<file path="src/rtl/riscv_keypad_scanner_pkg.sv">
// Shared definitions for the 4x4 matrix keypad scanner.
//   - kp_state_t : scanner FSM state encoding (2 bits)
//   - KB_WIDTH   : width of the keyboard register. The IO bridge returns this
//                  register at address 0xfffffc08 and uses the same width for
//                  its keyboard input.
//   - kp_hex_code: maps a (row, column) position to the printed keypad legend.
package riscv_keypad_scanner_pkg;

    localparam int KB_WIDTH = 5;

    typedef enum logic [1:0] {
        KP_SCAN     = 2'd0,
        KP_DEBOUNCE = 2'd1,
        KP_HOLD     = 2'd2,
        KP_RELEASE  = 2'd3
    } kp_state_t;

    // Legend: row0 1 2 3 A / row1 4 5 6 B / row2 7 8 9 C / row3 * 0 # D.
    // '*' is reported as E and '#' as F.
    function automatic logic [3:0] kp_hex_code(input logic [1:0] row, input logic [1:0] col);
        logic [3:0] code;
        case ({row, col})
            4'h0: code = 4'h1;
            4'h1: code = 4'h2;
            4'h2: code = 4'h3;
            4'h3: code = 4'hA;
            4'h4: code = 4'h4;
            4'h5: code = 4'h5;
            4'h6: code = 4'h6;
            4'h7: code = 4'hB;
            4'h8: code = 4'h7;
            4'h9: code = 4'h8;
            4'hA: code = 4'h9;
            4'hB: code = 4'hC;
            4'hC: code = 4'hE;
            4'hD: code = 4'h0;
            4'hE: code = 4'hF;
            default: code = 4'hD;
        endcase
        return code;
    endfunction

endpackage

</file>
<file path="src/rtl/riscv_keypad_scanner_if.sv">
// Keypad-side bundle of the scanner.
//   row_in    : keypad rows, active-low, asynchronous to clk
//   col_out   : column strobes, active-low, one-cold
//   keyboard  : {held, code} register read by the IO bridge
//   key_event : one-cycle pulse per accepted press
// The master modport is the scanner; the slave modport is the keypad/consumer side.
interface riscv_keypad_scanner_if;
    import riscv_keypad_scanner_pkg::*;

    logic [3:0]          row_in;
    logic [3:0]          col_out;
    logic [KB_WIDTH-1:0] keyboard;
    logic                key_event;

    modport master (input row_in, output col_out, output keyboard, output key_event);
    modport slave  (output row_in, input col_out, input keyboard, input key_event);
endinterface

</file>
<file path="src/rtl/riscv_keypad_scanner_sync2.sv">
// Generic two-flop synchronizer with a per-bit reset value.
// Ports:
//   clk, rst_n : clock, asynchronous active-low reset
//   rst_val    : value loaded into both stages while in reset
//   d          : asynchronous input
//   q          : synchronized output (two clk cycles of latency)
module riscv_keypad_scanner_sync2 #(
    parameter int WIDTH = 1
) (
    input  logic             clk,
    input  logic             rst_n,
    input  logic [WIDTH-1:0] rst_val,
    input  logic [WIDTH-1:0] d,
    output logic [WIDTH-1:0] q
);

    logic [WIDTH-1:0] meta;
    logic [WIDTH-1:0] sync;

    always_ff @(posedge clk or negedge rst_n) begin
        if (!rst_n) begin
            meta <= rst_val;
            sync <= rst_val;
        end else begin
            meta <= d;
            sync <= meta;
        end
    end

    assign q = sync;

endmodule

</file>
<file path="src/rtl/riscv_keypad_scanner.sv">
// 4x4 matrix keypad scanner producing the 5-bit keyboard register.
// Rotates an active-low column strobe, samples the synchronized rows at the
// end of each column window, debounces press and release, and reports
// {held, code} plus a single-cycle key_event per accepted press.
// Ports:
//   clk   : system clock
//   rst_n : asynchronous active-low reset
//   kp    : riscv_keypad_scanner_if.master (row_in, col_out, keyboard, key_event)
// Parameters:
//   SCAN_DIV     : cycles each column is driven before rows are sampled (>= 4)
//   DEBOUNCE_CYC : consecutive stable cycles to accept a press or release (>= 2)
// Build option:
//   KEYPAD_HEX_MAP_EN : when defined, code follows the keypad legend;
//                       otherwise code = {row_idx, col_idx}.
module riscv_keypad_scanner
    import riscv_keypad_scanner_pkg::*;
#(
    parameter int SCAN_DIV     = 1000,
    parameter int DEBOUNCE_CYC = 100000
) (
    input  logic                   clk,
    input  logic                   rst_n,
    riscv_keypad_scanner_if.master kp
);

    localparam int DIV_W = (SCAN_DIV > 1) ? $clog2(SCAN_DIV) : 1;
    localparam int CNT_W = (DEBOUNCE_CYC > 1) ? $clog2(DEBOUNCE_CYC) : 1;
    localparam logic [DIV_W-1:0] DIV_LAST = DIV_W'(SCAN_DIV - 1);
    localparam logic [CNT_W-1:0] CNT_LAST = CNT_W'(DEBOUNCE_CYC - 1);

    logic [3:0]          rs;
    kp_state_t           state;
    logic [DIV_W-1:0]    div;
    logic [CNT_W-1:0]    cnt;
    logic [1:0]          col_idx;
    logic [1:0]          row_idx;
    logic [3:0]          col_q;
    logic [KB_WIDTH-1:0] kb_q;
    logic                evt_q;
    logic [1:0]          low_row;
    logic                row_low;
    logic [3:0]          new_code;

    riscv_keypad_scanner_sync2 #(.WIDTH(4)) u_row_sync (
        .clk     (clk),
        .rst_n   (rst_n),
        .rst_val (4'hF),
        .d       (kp.row_in),
        .q       (rs)
    );

    // Lowest-index low row wins when several rows are pulled down.
    always_comb begin
        low_row = 2'd3;
        if (!rs[0])      low_row = 2'd0;
        else if (!rs[1]) low_row = 2'd1;
        else if (!rs[2]) low_row = 2'd2;
    end

    assign row_low = ~rs[row_idx];

`ifdef KEYPAD_HEX_MAP_EN
    assign new_code = kp_hex_code(row_idx, col_idx);
`else
    assign new_code = {row_idx, col_idx};
`endif

    // Counters only increment below their terminal value, so they saturate
    // rather than wrap. col_q is kept as its own register so the strobes come
    // straight from flops and never glitch.
    always_ff @(posedge clk or negedge rst_n) begin
        if (!rst_n) begin
            state   <= KP_SCAN;
            div     <= '0;
            cnt     <= '0;
            col_idx <= 2'd0;
            row_idx <= 2'd0;
            col_q   <= 4'b1110;
            kb_q    <= '0;
            evt_q   <= 1'b0;
        end else begin
            evt_q <= 1'b0;
            case (state)
                KP_SCAN: begin
                    if (div != DIV_LAST) begin
                        div <= div + 1'b1;
                    end else begin
                        div <= '0;
                        if (rs == 4'hF) begin
                            col_q   <= {col_q[2:0], col_q[3]};
                            col_idx <= col_idx + 2'd1;
                        end else begin
                            row_idx <= low_row;
                            cnt     <= '0;
                            state   <= KP_DEBOUNCE;
                        end
                    end
                end
                KP_DEBOUNCE: begin
                    if (!row_low) begin
                        state   <= KP_SCAN;
                        div     <= '0;
                        col_q   <= {col_q[2:0], col_q[3]};
                        col_idx <= col_idx + 2'd1;
                    end else if (cnt == CNT_LAST) begin
                        state <= KP_HOLD;
                        kb_q  <= {1'b1, new_code};
                        evt_q <= 1'b1;
                    end else begin
                        cnt <= cnt + 1'b1;
                    end
                end
                KP_HOLD: begin
                    if (!row_low) begin
                        state <= KP_RELEASE;
                        cnt   <= '0;
                    end
                end
                KP_RELEASE: begin
                    // A row dropping again is treated as bounce on release:
                    // the key stays held and no new event is raised.
                    if (row_low) begin
                        state <= KP_HOLD;
                    end else if (cnt == CNT_LAST) begin
                        state              <= KP_SCAN;
                        div                <= '0;
                        kb_q[KB_WIDTH-1]   <= 1'b0;
                        col_q              <= {col_q[2:0], col_q[3]};
                        col_idx            <= col_idx + 2'd1;
                    end else begin
                        cnt <= cnt + 1'b1;
                    end
                end
                default: state <= KP_SCAN;
            endcase
        end
    end

    assign kp.col_out   = col_q;
    assign kp.keyboard  = kb_q;
    assign kp.key_event = evt_q;

endmodule

</file>
<file path="src/flat_wrapper.sv">
// flat-port wrapper written by rule: the top's interface ports become plain ports
module riscv_keypad_scanner_flat import riscv_keypad_scanner_pkg::*;
#(
    parameter int SCAN_DIV     = 1000,
    parameter int DEBOUNCE_CYC = 100000
)
  (clk, rst_n, kp_row_in, kp_col_out, kp_keyboard, kp_key_event);
  riscv_keypad_scanner_if kp_i ();
  input  logic clk;
  input  logic rst_n;
  input wire logic [$bits(kp_i.row_in)-1:0] kp_row_in;
  output wire logic [$bits(kp_i.col_out)-1:0] kp_col_out;
  output wire logic [$bits(kp_i.keyboard)-1:0] kp_keyboard;
  output wire logic [$bits(kp_i.key_event)-1:0] kp_key_event;
  assign kp_i.row_in = kp_row_in;
  assign kp_col_out = kp_i.col_out;
  assign kp_keyboard = kp_i.keyboard;
  assign kp_key_event = kp_i.key_event;
  riscv_keypad_scanner #(.SCAN_DIV(SCAN_DIV), .DEBOUNCE_CYC(DEBOUNCE_CYC)) u_core (.clk(clk), .rst_n(rst_n), .kp(kp_i));
endmodule
</file>
<file path="config.mk">
export PLATFORM = sky130hd
export DESIGN_NAME = riscv_keypad_scanner_flat
export DESIGN_NICKNAME = d
export VERILOG_FILES = /design/src/rtl/riscv_keypad_scanner_pkg.sv /design/src/rtl/riscv_keypad_scanner_if.sv /design/src/rtl/riscv_keypad_scanner_sync2.sv /design/src/rtl/riscv_keypad_scanner.sv /design/src/flat_wrapper.sv
export SDC_FILE = /design/constraint.sdc
export NUM_CORES = 1
export LEC_CHECK = 0
export ABC_AREA = 1
export BUFFER_PORTS_ARGS = -buffer_cell sky130_fd_sc_hd__buf_2
export CORE_UTILIZATION = 25
export DETAILED_ROUTE_END_ITERATION = 10
export GPL_ROUTABILITY_DRIVEN = 0
export GPL_TIMING_DRIVEN = 0
export SLEW_MARGIN = 5
export SYNTH_ARGS = -nofsm -noshare
export SYNTH_HDL_FRONTEND = slang
export SYNTH_SLANG_ARGS = --single-unit
</file>
<file path="constraint.sdc">
create_clock -name clk -period 2.21 [get_ports clk]
set_input_delay 0 -clock clk [delete_from_list [all_inputs] [get_ports clk]]
set_output_delay 0 -clock clk [all_outputs]
set_load 0.05 [all_outputs]
</file>
Yosys cells after proc, flatten, opt, wreduce, memory -nomap -nowiden
Cells that the tools add are included.

storage, ports and cells
  input bits = 6
  logic and storage cells = 90
  register bits = 51
  output and inout port bits = 10

cells by class
  reductions and logical operators = 10
  eq/ne operators = 17
  $lt $le $gt $ge = 1
  bitwise logic cells = 3
  multiplexer cells = 45
  add/sub/neg operators = 3

operators by type and width
  kind                     number
  $mux W17                 6
  $pmux W17 S4             1
  $mux W10                 4
  $pmux W10 S3             1
  $mux W2                  14
  $mux W4                  5
  $add A17 B1 Y17 const B  1
  $eq A17 B17 Y1 const B   1
  $reduce_and A5 Y1        3
  $ne A2 B1 Y1 const B     6
  $pmux W4 S3              1
  $add A10 B1 Y10 const B  1
  $mux W5                  2
  $ne A10 B10 Y1 const B   1
  $pmux W2 S4              1
  $mux W1                  7
  $ne A2 B2 Y1 const B     3
  $pmux W2 S3              1
  $reduce_and A3 Y1        2
  $reduce_and A6 Y1        1
  $eq A2 B2 Y1 const B     2
  $eq A4 B4 Y1 const B     1
  $reduce_and A4 Y1        1
  $lt A2 B3 Y1 const B     1
  other kinds (10)         12

Longest topological paths before layout
Gate-level depths: netlist of the first run.

  word-level depth = 4
  mapped depth = 11
  gate-level depth less buffers = 10

Worst setup path after synthesis of the first run
Ideal clock, no wire load.

  path kind = flip-flop to flip-flop
  start point = register u_core.div[0]
  end point = register u_core.cnt[7]
  arrival = 1.511 ns
  cell stages (with the launch flop) = 12
  library setup time = 0.115 ns
  path buffers = 1
  clock period less this slack = 1.626 ns
  required time = 2.095 ns
  slack = 0.584 ns
  path through = dfrtp_1 ha_1 inv_1 nor2_2 nand3_4 nand2_4 inv_2 nor2_4 nand2_4 buf_12 nand2_2 nand2_2

between the ends
  word-level cells in the longest chain between the ends = 3

RTL lines
  element                             line                         source
  from (decl)                         riscv_keypad_scanner.sv:33   logic [DIV_W-1:0] div;
  from (signal assigned)              riscv_keypad_scanner.sv:86   div <= div + 1'b1;
  $ne A10 B10 Y1                      riscv_keypad_scanner.sv:85   if (div != DIV_LAST) begin
  $ne A2 B2 Y1 (no source line)       n/a
  $reduce_and A5 Y1 (no source line)  n/a
  to (signal assigned)                riscv_keypad_scanner.sv:110  cnt <= cnt + 1'b1;
  to (signal assigned)                riscv_keypad_scanner.sv:131  cnt <= cnt + 1'b1;
  to (decl)                           riscv_keypad_scanner.sv:34   logic [CNT_W-1:0] cnt;

No other way between the ends.
A chain may end at the register's enable or synchronous reset.

Worst setup path after layout of the first run
  start point = register u_core.cnt[0]
  end point = register u_core.div[0]

between the ends
  word-level cells in the longest chain between the ends = 3

RTL lines
  element                             line                         source
  $eq A17 B17 Y1                      riscv_keypad_scanner.sv:124  end else if (cnt == CNT_LAST) begin
  $ne A2 B1 Y1 (no source line)       n/a
  $reduce_and A4 Y1 (no source line)  n/a

No other way between the ends.

==> results of run 1 <==
==> power by group through the flow <==
stage	combinational (mW)	sequential (mW)	clock, mW
2_1_floorplan	0.927	1.11	0
3_3_place_gp	1.14	1.14	0
3_5_place_dp	1.16	1.14	0
4_1_cts	1.17	1.12	1.02
5_1_grt	1.30	1.14	1.05
6_report	1.15	1.12	0.999
==> final cells by class <==
class,instances,area [um^2],area share
multi-input cells,293,1520,0.440
flip-flops and latches,51,1290,0.373
well taps,143,179,0.0517
clock buffers,6,129,0.0373
repair buffers,20,128,0.0369
inverters,25,93.8,0.0271
clock inverters,2,60.1,0.0174
plain buffers,5,58.8,0.0170
==> worst max-delay path by stage <==
stage	startpoint	endpoint	slack (ps)	cells after the start
floorplan	u_core.div[0]	u_core.cnt[7]	580	11
global placement	u_core.div[0]	u_core.cnt[12]	370	11
detailed placement	u_core.div[0]	u_core.cnt[10]	350	11
CTS	u_core.div[0]	u_core.cnt[8]	330	11
global route	u_core.div[0]	u_core.cnt[8]	160	11
finish	u_core.cnt[0]	u_core.div[0]	350	9
==> metrics by stage <==
stage / total power, mW / instance area (um^2)
global placement: 2.27 / 3220
detailed placement: 2.30 / 3220
finish: 3.28 / 3460
global route: 3.50 / 3460
CTS: 3.31 / 3460
floorplan: 2.04 / 2960
==> routing by layer <==
| metal | wire, um | track usage | up-vias | share of wire |
|---|---|---|---|---|
| met4 | 57 | 0.0338 | 0 | 0.0095 |
| met5 | 0 | 0 | - | 0 |
| met2 | 2730 | 0.172 | 33 | 0.46 |
| met1 | 3010 | 0.144 | 1098 | 0.50 |
| li1 | - | - | 1242 | - |
| met3 | 188 | 0.0213 | 6 | 0.031 |
==> logic make-up after synthesis <==
logic type                 count (synthesis)
AOI/OAI and AO/OA                         26
xor gates and xnor gates                  11
adders and majority gates                  2
buffers and inverters                     30
DFF                                       51
and+or+nand+nor                          254
==> critical path, delay by kind of cell (launching register included) <==
kind	cells	cell delay, ps
compound gates	1	60
buf+inv	1	170
flops	1	450
fa+ha+maj	1	270
simple gates	6	780
==> registers in the layout, summed over array words and instances (netlist names), named ones only <==
name and flops:
u_core.kp.col_out 4, u_core.u_row_sync.meta 4, u_core.state 1, u_core.kp.key_event 1
u_core.row_idx 2, u_core.div 10, u_core.cnt 17, u_core.kp.keyboard 5
u_core.col_idx 2, u_core.u_row_sync.q 4
==> placed cells by master, fill, tap and decap left out, types with 4 or more instances in the layout <==
cell type	n
buf_2	14
clkbuf_16	5
dfrtp_1	40
dfstp_2	11
dlygate4sd3_1	5
inv_1	20
inv_2	5
nand2_1	115
nand2_2	36
nand3_1	18
nand4_1	14
nor2_1	48
nor2_2	6
o21ai_0	9
o21ai_1	7
o21bai_1	4
xor2_1	8
==> out/results.ini, run 1 <==
[power_and_ir_drop]
p_switching_mw = 1.21
seq_power_share = 0.343
vdd_drop_max_uv = 380
p_leak_nw = 1.53
p_int_mw = 2.07
p_clk_frac = 0.305
comb_power_share = 0.352
power_density_nw_per_um2 = 947
switching_share = 0.368

[drt]
drt-total-wl_um = 5990
drc = 0
ant_nets = 0
vias = 2379
viasPerCell = 4.37
wl_per_cell_um = 11.0
drtIter0Drc = 121
dr.pass1.iters = 4

[finish]
drive_above_1_share = 0.249
nets = 409
area.growth.synth_to_final_pct = 16.7
final_util = 0.302
antenna-diode-count = 0
nFillCells = 1205
final_cells = 545

[yosys]
syn_nets = 382
synth-async-reset-ratio = 1.00
syn_area_um2 = 2960
avgSynthCellArea_um2 = 7.92
yosysTopAreaCell = dfrtp_1
synth_compound_area_frac = 0.0532
synth.top_cells.by_count = nand2_1 (115), nor2_1 (48), dfrtp_1 (40), nand2_2 (36), inv_1 (20)
synthMuxAreaShare = 0
synth_simple_gate_area_frac = 0.419
synth_cell_type_count = 31
syn_inst = 374
synthXorXnorAreaFrac = 0.0325
ys_ff_latch = 51
ys.flop_type = dfrtp_1
yosys.area.top_type_share = 0.338
ys_warn_count = 0
yosysSeqAreaShare = 0.435
synth_top_family_by_area = simple AND/OR/NAND/NOR gates
synth_edf_count = 0
yosysMostFrequentCell = nand2_1
synth_top_cells_by_area = dfrtp_1 (34%), nand2_1 (15%), dfstp_2 (9.8%), nand2_2 (7.6%), nor2_1 (6.1%)
synthAdderAreaFrac = 0.00845

[global_route]
grt_pass1_wl_um = 11100
antenna_found_initial = 0
grt_pass1_vias = 2429
grt_max_degree = 52
grt-ovfl-total = 0
track_usage = 0.107

[critical_path]
crit_path_max_incr_delay_ps = 450
cp_max_fo = 10
r2r_end = u_core.div[0]
crit_chain = ha_1 -> nand3_2 -> nor2_2 -> nand3_2 -> nand2_2 -> nand3_4 -> buf_6 -> nand2_1 -> o21ai_1
cp_slowest_cell = dfrtp_1
r2r_start = u_core.cnt[0]
cp.arrival_ps = 2030
worstPathRequired_ps = 2380
end_kind = flip-flop
critPathKind = flip-flop to flip-flop
reg2reg_slack_ps = 350
r2r_cells = 9
cp-start-kind = flip-flop
cpMostUsedCell = nand3_2

[floorplan]
io_pins = 16
rows = 39
start_util = 0.258
core_area_um2 = 11500
die_w_um = 111
dieArea_um2 = 12300
die_y_um = 111

[timing]
finalHoldViolCount = 0
timing.final.setup_violations = 0
fin_skew_ps = 3.59
layout_setup_ws_ps = 347
tightest_slew_ps = 644
min_period_over_period = 0.843
grt_setup_unrepaired = false
setup_tns_ps = 0
fin_crit_ps = 1860
slew_headroom = 0.571
finalMaxSlewViolations = 0
hold_slack_ps = 285
clock.fmax_ghz = 0.537

[placed_design]
placedCellCount = 532
dp_slack_ps = 353
dp_hpwl_um = 4350
io_buffer_count = 15

[clock_tree]
cts_tree = done
cts_resized = 0
ctsLongestPathBuffers = 2
cts_root_buf = clkbuf_16
cts-buffers-inserted = 5
path_clk_slew_ps = 70
cts_hold_buf = 5
clk_latency_ps = 290
cts_setup_buffers = 0
cts_num_sinks = 51
htreeDepth = 2

[status]
status = complete, no violations

[flow_run]
cap_violations = 0

[min_path]
hold_class = primary input to asynchronous set/reset pin

Note: power is estimated with default switching activity, not from simulation.
==> run 2: changes to the inputs <==
==> constraint.sdc (replaced) <==
create_clock -name clk -period 1.5 [get_ports clk]
set_input_delay 0 -clock clk [delete_from_list [all_inputs] [get_ports clk]]
set_output_delay 0 -clock clk [all_outputs]
set_load 0.05 [all_outputs]
==> out/results.ini, run 2 (synthesis results as in run 1) <==
[status]
status = complete, but fails checks
violations = negative setup slack

[floorplan]
dieArea_um2 = 12300  ; unchanged
die_y_um = 111  ; unchanged
core_area_um2 = 11500  ; unchanged
io_pins = 16  ; unchanged
start_util = 0.258  ; unchanged
die_w_um = 111  ; unchanged
rows = 39  ; unchanged

[clock_tree]
path_clk_slew_ps = 70  ; about the same
ctsLongestPathBuffers = 2  ; unchanged
clk_latency_ps = 290  ; about the same
cts_tree = done
cts_root_buf = clkbuf_16
cts_num_sinks = 51  ; unchanged
cts-buffers-inserted = 5  ; unchanged
htreeDepth = 2  ; unchanged

[timing]
hold_slack_ps = 274  ; -11.3 ps
layout_setup_ws_ps = -79.6  ; -427 ps
tightest_slew_ps = 656  ; +12.0 ps
fin_skew_ps = 5.38  ; +1.79 ps
fin_crit_ps = 1580  ; -283 ps
timing.final.setup_violations = 29  ; +29
slew_headroom = 0.563  ; -0.00803
grt_setup_unrepaired = true
finalHoldViolCount = 0  ; unchanged
finalMaxSlewViolations = 0  ; unchanged
min_period_over_period = 1.05  ; +0.210
clock.fmax_ghz = 0.633  ; +18%

[drt]
wl_per_cell_um = 12.0  ; +8.8%
dr.pass1.iters = 4  ; unchanged
drtIter0Drc = 208  ; +72%
ant_nets = 0  ; unchanged
drc = 0  ; unchanged
drt-total-wl_um = 6950  ; +16%
viasPerCell = 4.49  ; +2.8%
vias = 2607  ; +9.6%

[finish]
antenna-diode-count = 0  ; unchanged
top_register = u_core.cnt
final_util = 0.353  ; +0.0518
drive_above_1_share = 0.418  ; +0.169
largest_register_ffs = 17  ; unchanged
area.growth.synth_to_final_pct = 36.8
multiInputGateArea_um2 = 1790  ; +18%
design_area_um2 = 4050  ; +17%
final_common_cell = nand2_1
nets = 445  ; +8.8%
nFillCells = 1146  ; -4.9%
layout_common_cells = nand2_1 (95), nor2_1 (41), nand2_2 (40)
ff_latch_area_um2 = 1300  ; +0.78%

[global_route]
track_usage = 0.113  ; +0.00645
grt_max_degree = 52  ; unchanged
grt_pass1_vias = 2504  ; +3.1%
grt_pass1_wl_um = 11500  ; +4.3%
antenna_found_initial = 0  ; unchanged
grt-ovfl-total = 0  ; unchanged

[critical_path]
worstPathRequired_ps = 1690  ; -690 ps
critPathKind = flip-flop to flip-flop
cp-start-kind = flip-flop
cp.arrival_ps = 1770  ; -260 ps
end_kind = flip-flop
cp_max_fo = 8  ; -2

[placed_design]
place_area_um2 = 3230  ; +0.47%
dp_hpwl_um = 4370  ; +0.46%
io_buffer_count = 15  ; unchanged

[power_and_ir_drop]
switching_share = 0.379  ; +0.0107
seq_power_share = 0.289  ; -0.054
p_int_mw = 3.57  ; +73%
p_clk_frac = 0.258  ; -0.047
comb_power_share = 0.453  ; +0.101
power_density_nw_per_um2 = 1420  ; +50%
p_switching_mw = 2.18  ; +81%
p_leak_nw = 1.81  ; +18%
vdd_drop_max_uv = 761  ; +100%

[min_path]
hold_class = primary input to asynchronous set/reset pin

[flow_run]
cap_violations = 0  ; unchanged

## run 2: changes by cell type in the layout (fill, tap and decap cells not counted), moves of 3 or more
cell / change
nand2_1: -20
dfrtp_2: +8
dfrtp_1: -8
nand3_4: +3
nand2_2: +4
nand2_4: +15
buf_6: +4
nor2_1: -7
nor2_4: +8
inv_1: -5
buf_4: +31
inv_4: +3
## run 2: area by class of cell
class	instances	share of cell area
Multi-Input combinational cell	293	0.441
Sequential cell	51	0.321
Timing Repair Buffer	56	0.107
Tap cell	143	0.0441
Clock buffer	5	0.0309
Inverter	25	0.0250
Clock inverter	3	0.0167
Buffer	5	0.0145
## run 2: repair_timing
| action | CTS | global route |
|---|---|---|
| pin swaps | 17 | 17 |
| hold buffers | 5 | 0 |
| gates cloned | 1 | 0 |
| resized for setup | 33 | 48 |
| endpoints found under the setup margin | 42 | 41 |
| buffers inserted | 23 | 12 |
| endpoints found under the hold margin | 40 | 0 |
## run 2: path summary, 6_finish.rpt
check                                     startpoint                         to  slack [ps]  cells after the start
min                                            rst_n              u_core.div[4]         270                      2
max                           u_core.u_row_sync.q[1]              u_core.cnt[5]         -80                     10
min reg2reg                u_core.u_row_sync.meta[1]     u_core.u_row_sync.q[1]         360                      0
max reg2reg                   u_core.u_row_sync.q[1]              u_core.cnt[5]         -80                     10
max in group asynchronous                      rst_n            u_core.state[0]         730                      2
min in group clk                        kp_row_in[1]  u_core.u_row_sync.meta[1]         340                      2
## run 2: through the flow
step                      instances  worst slack (ps)  TNS [ps]  power [mW]
after floorplan                 374             -63.3      -796        3.02
after detailed placement        532              -306     -9270        3.41
final                           581             -79.6     -1280        5.75
after global placement          532              -281     -7970        3.38
after CTS                       569             -62.4     -1230        5.49
after global routing            581              -220     -4790        6.06
## run 2: metal layers
metal	part of all wire	vias up	GRT usage	routed length, um
li1	-	1318	-	-
met1	0.45	1224	0.148	3150
met2	0.49	55	0.192	3410
met3	0.041	10	0.0224	283
met4	0.015	0	0.0276	102
met5	0	-	0	0
## run 2: power groups by stage
stage          combinational [mW]  clock (mW)  sequential [mW]
3_3_place_gp                 1.71           0             1.67
5_1_grt                      2.82        1.56             1.68
4_1_cts                      2.34        1.52             1.64
2_1_floorplan                1.38           0             1.64
3_5_place_dp                 1.73           0             1.68
6_report                     2.61        1.48             1.66
## run 2: worst max-delay path, cell delays in order (launching register included)
cell     delay [ps]
dfstp_2         560
a21oi_2          70
nand2_2         100
nand2_4         110
nand2_4          80
nand2_4          50
nor2_4          130
nand2_4         110
buf_16          170
nand2_4          50
nand2_2          40
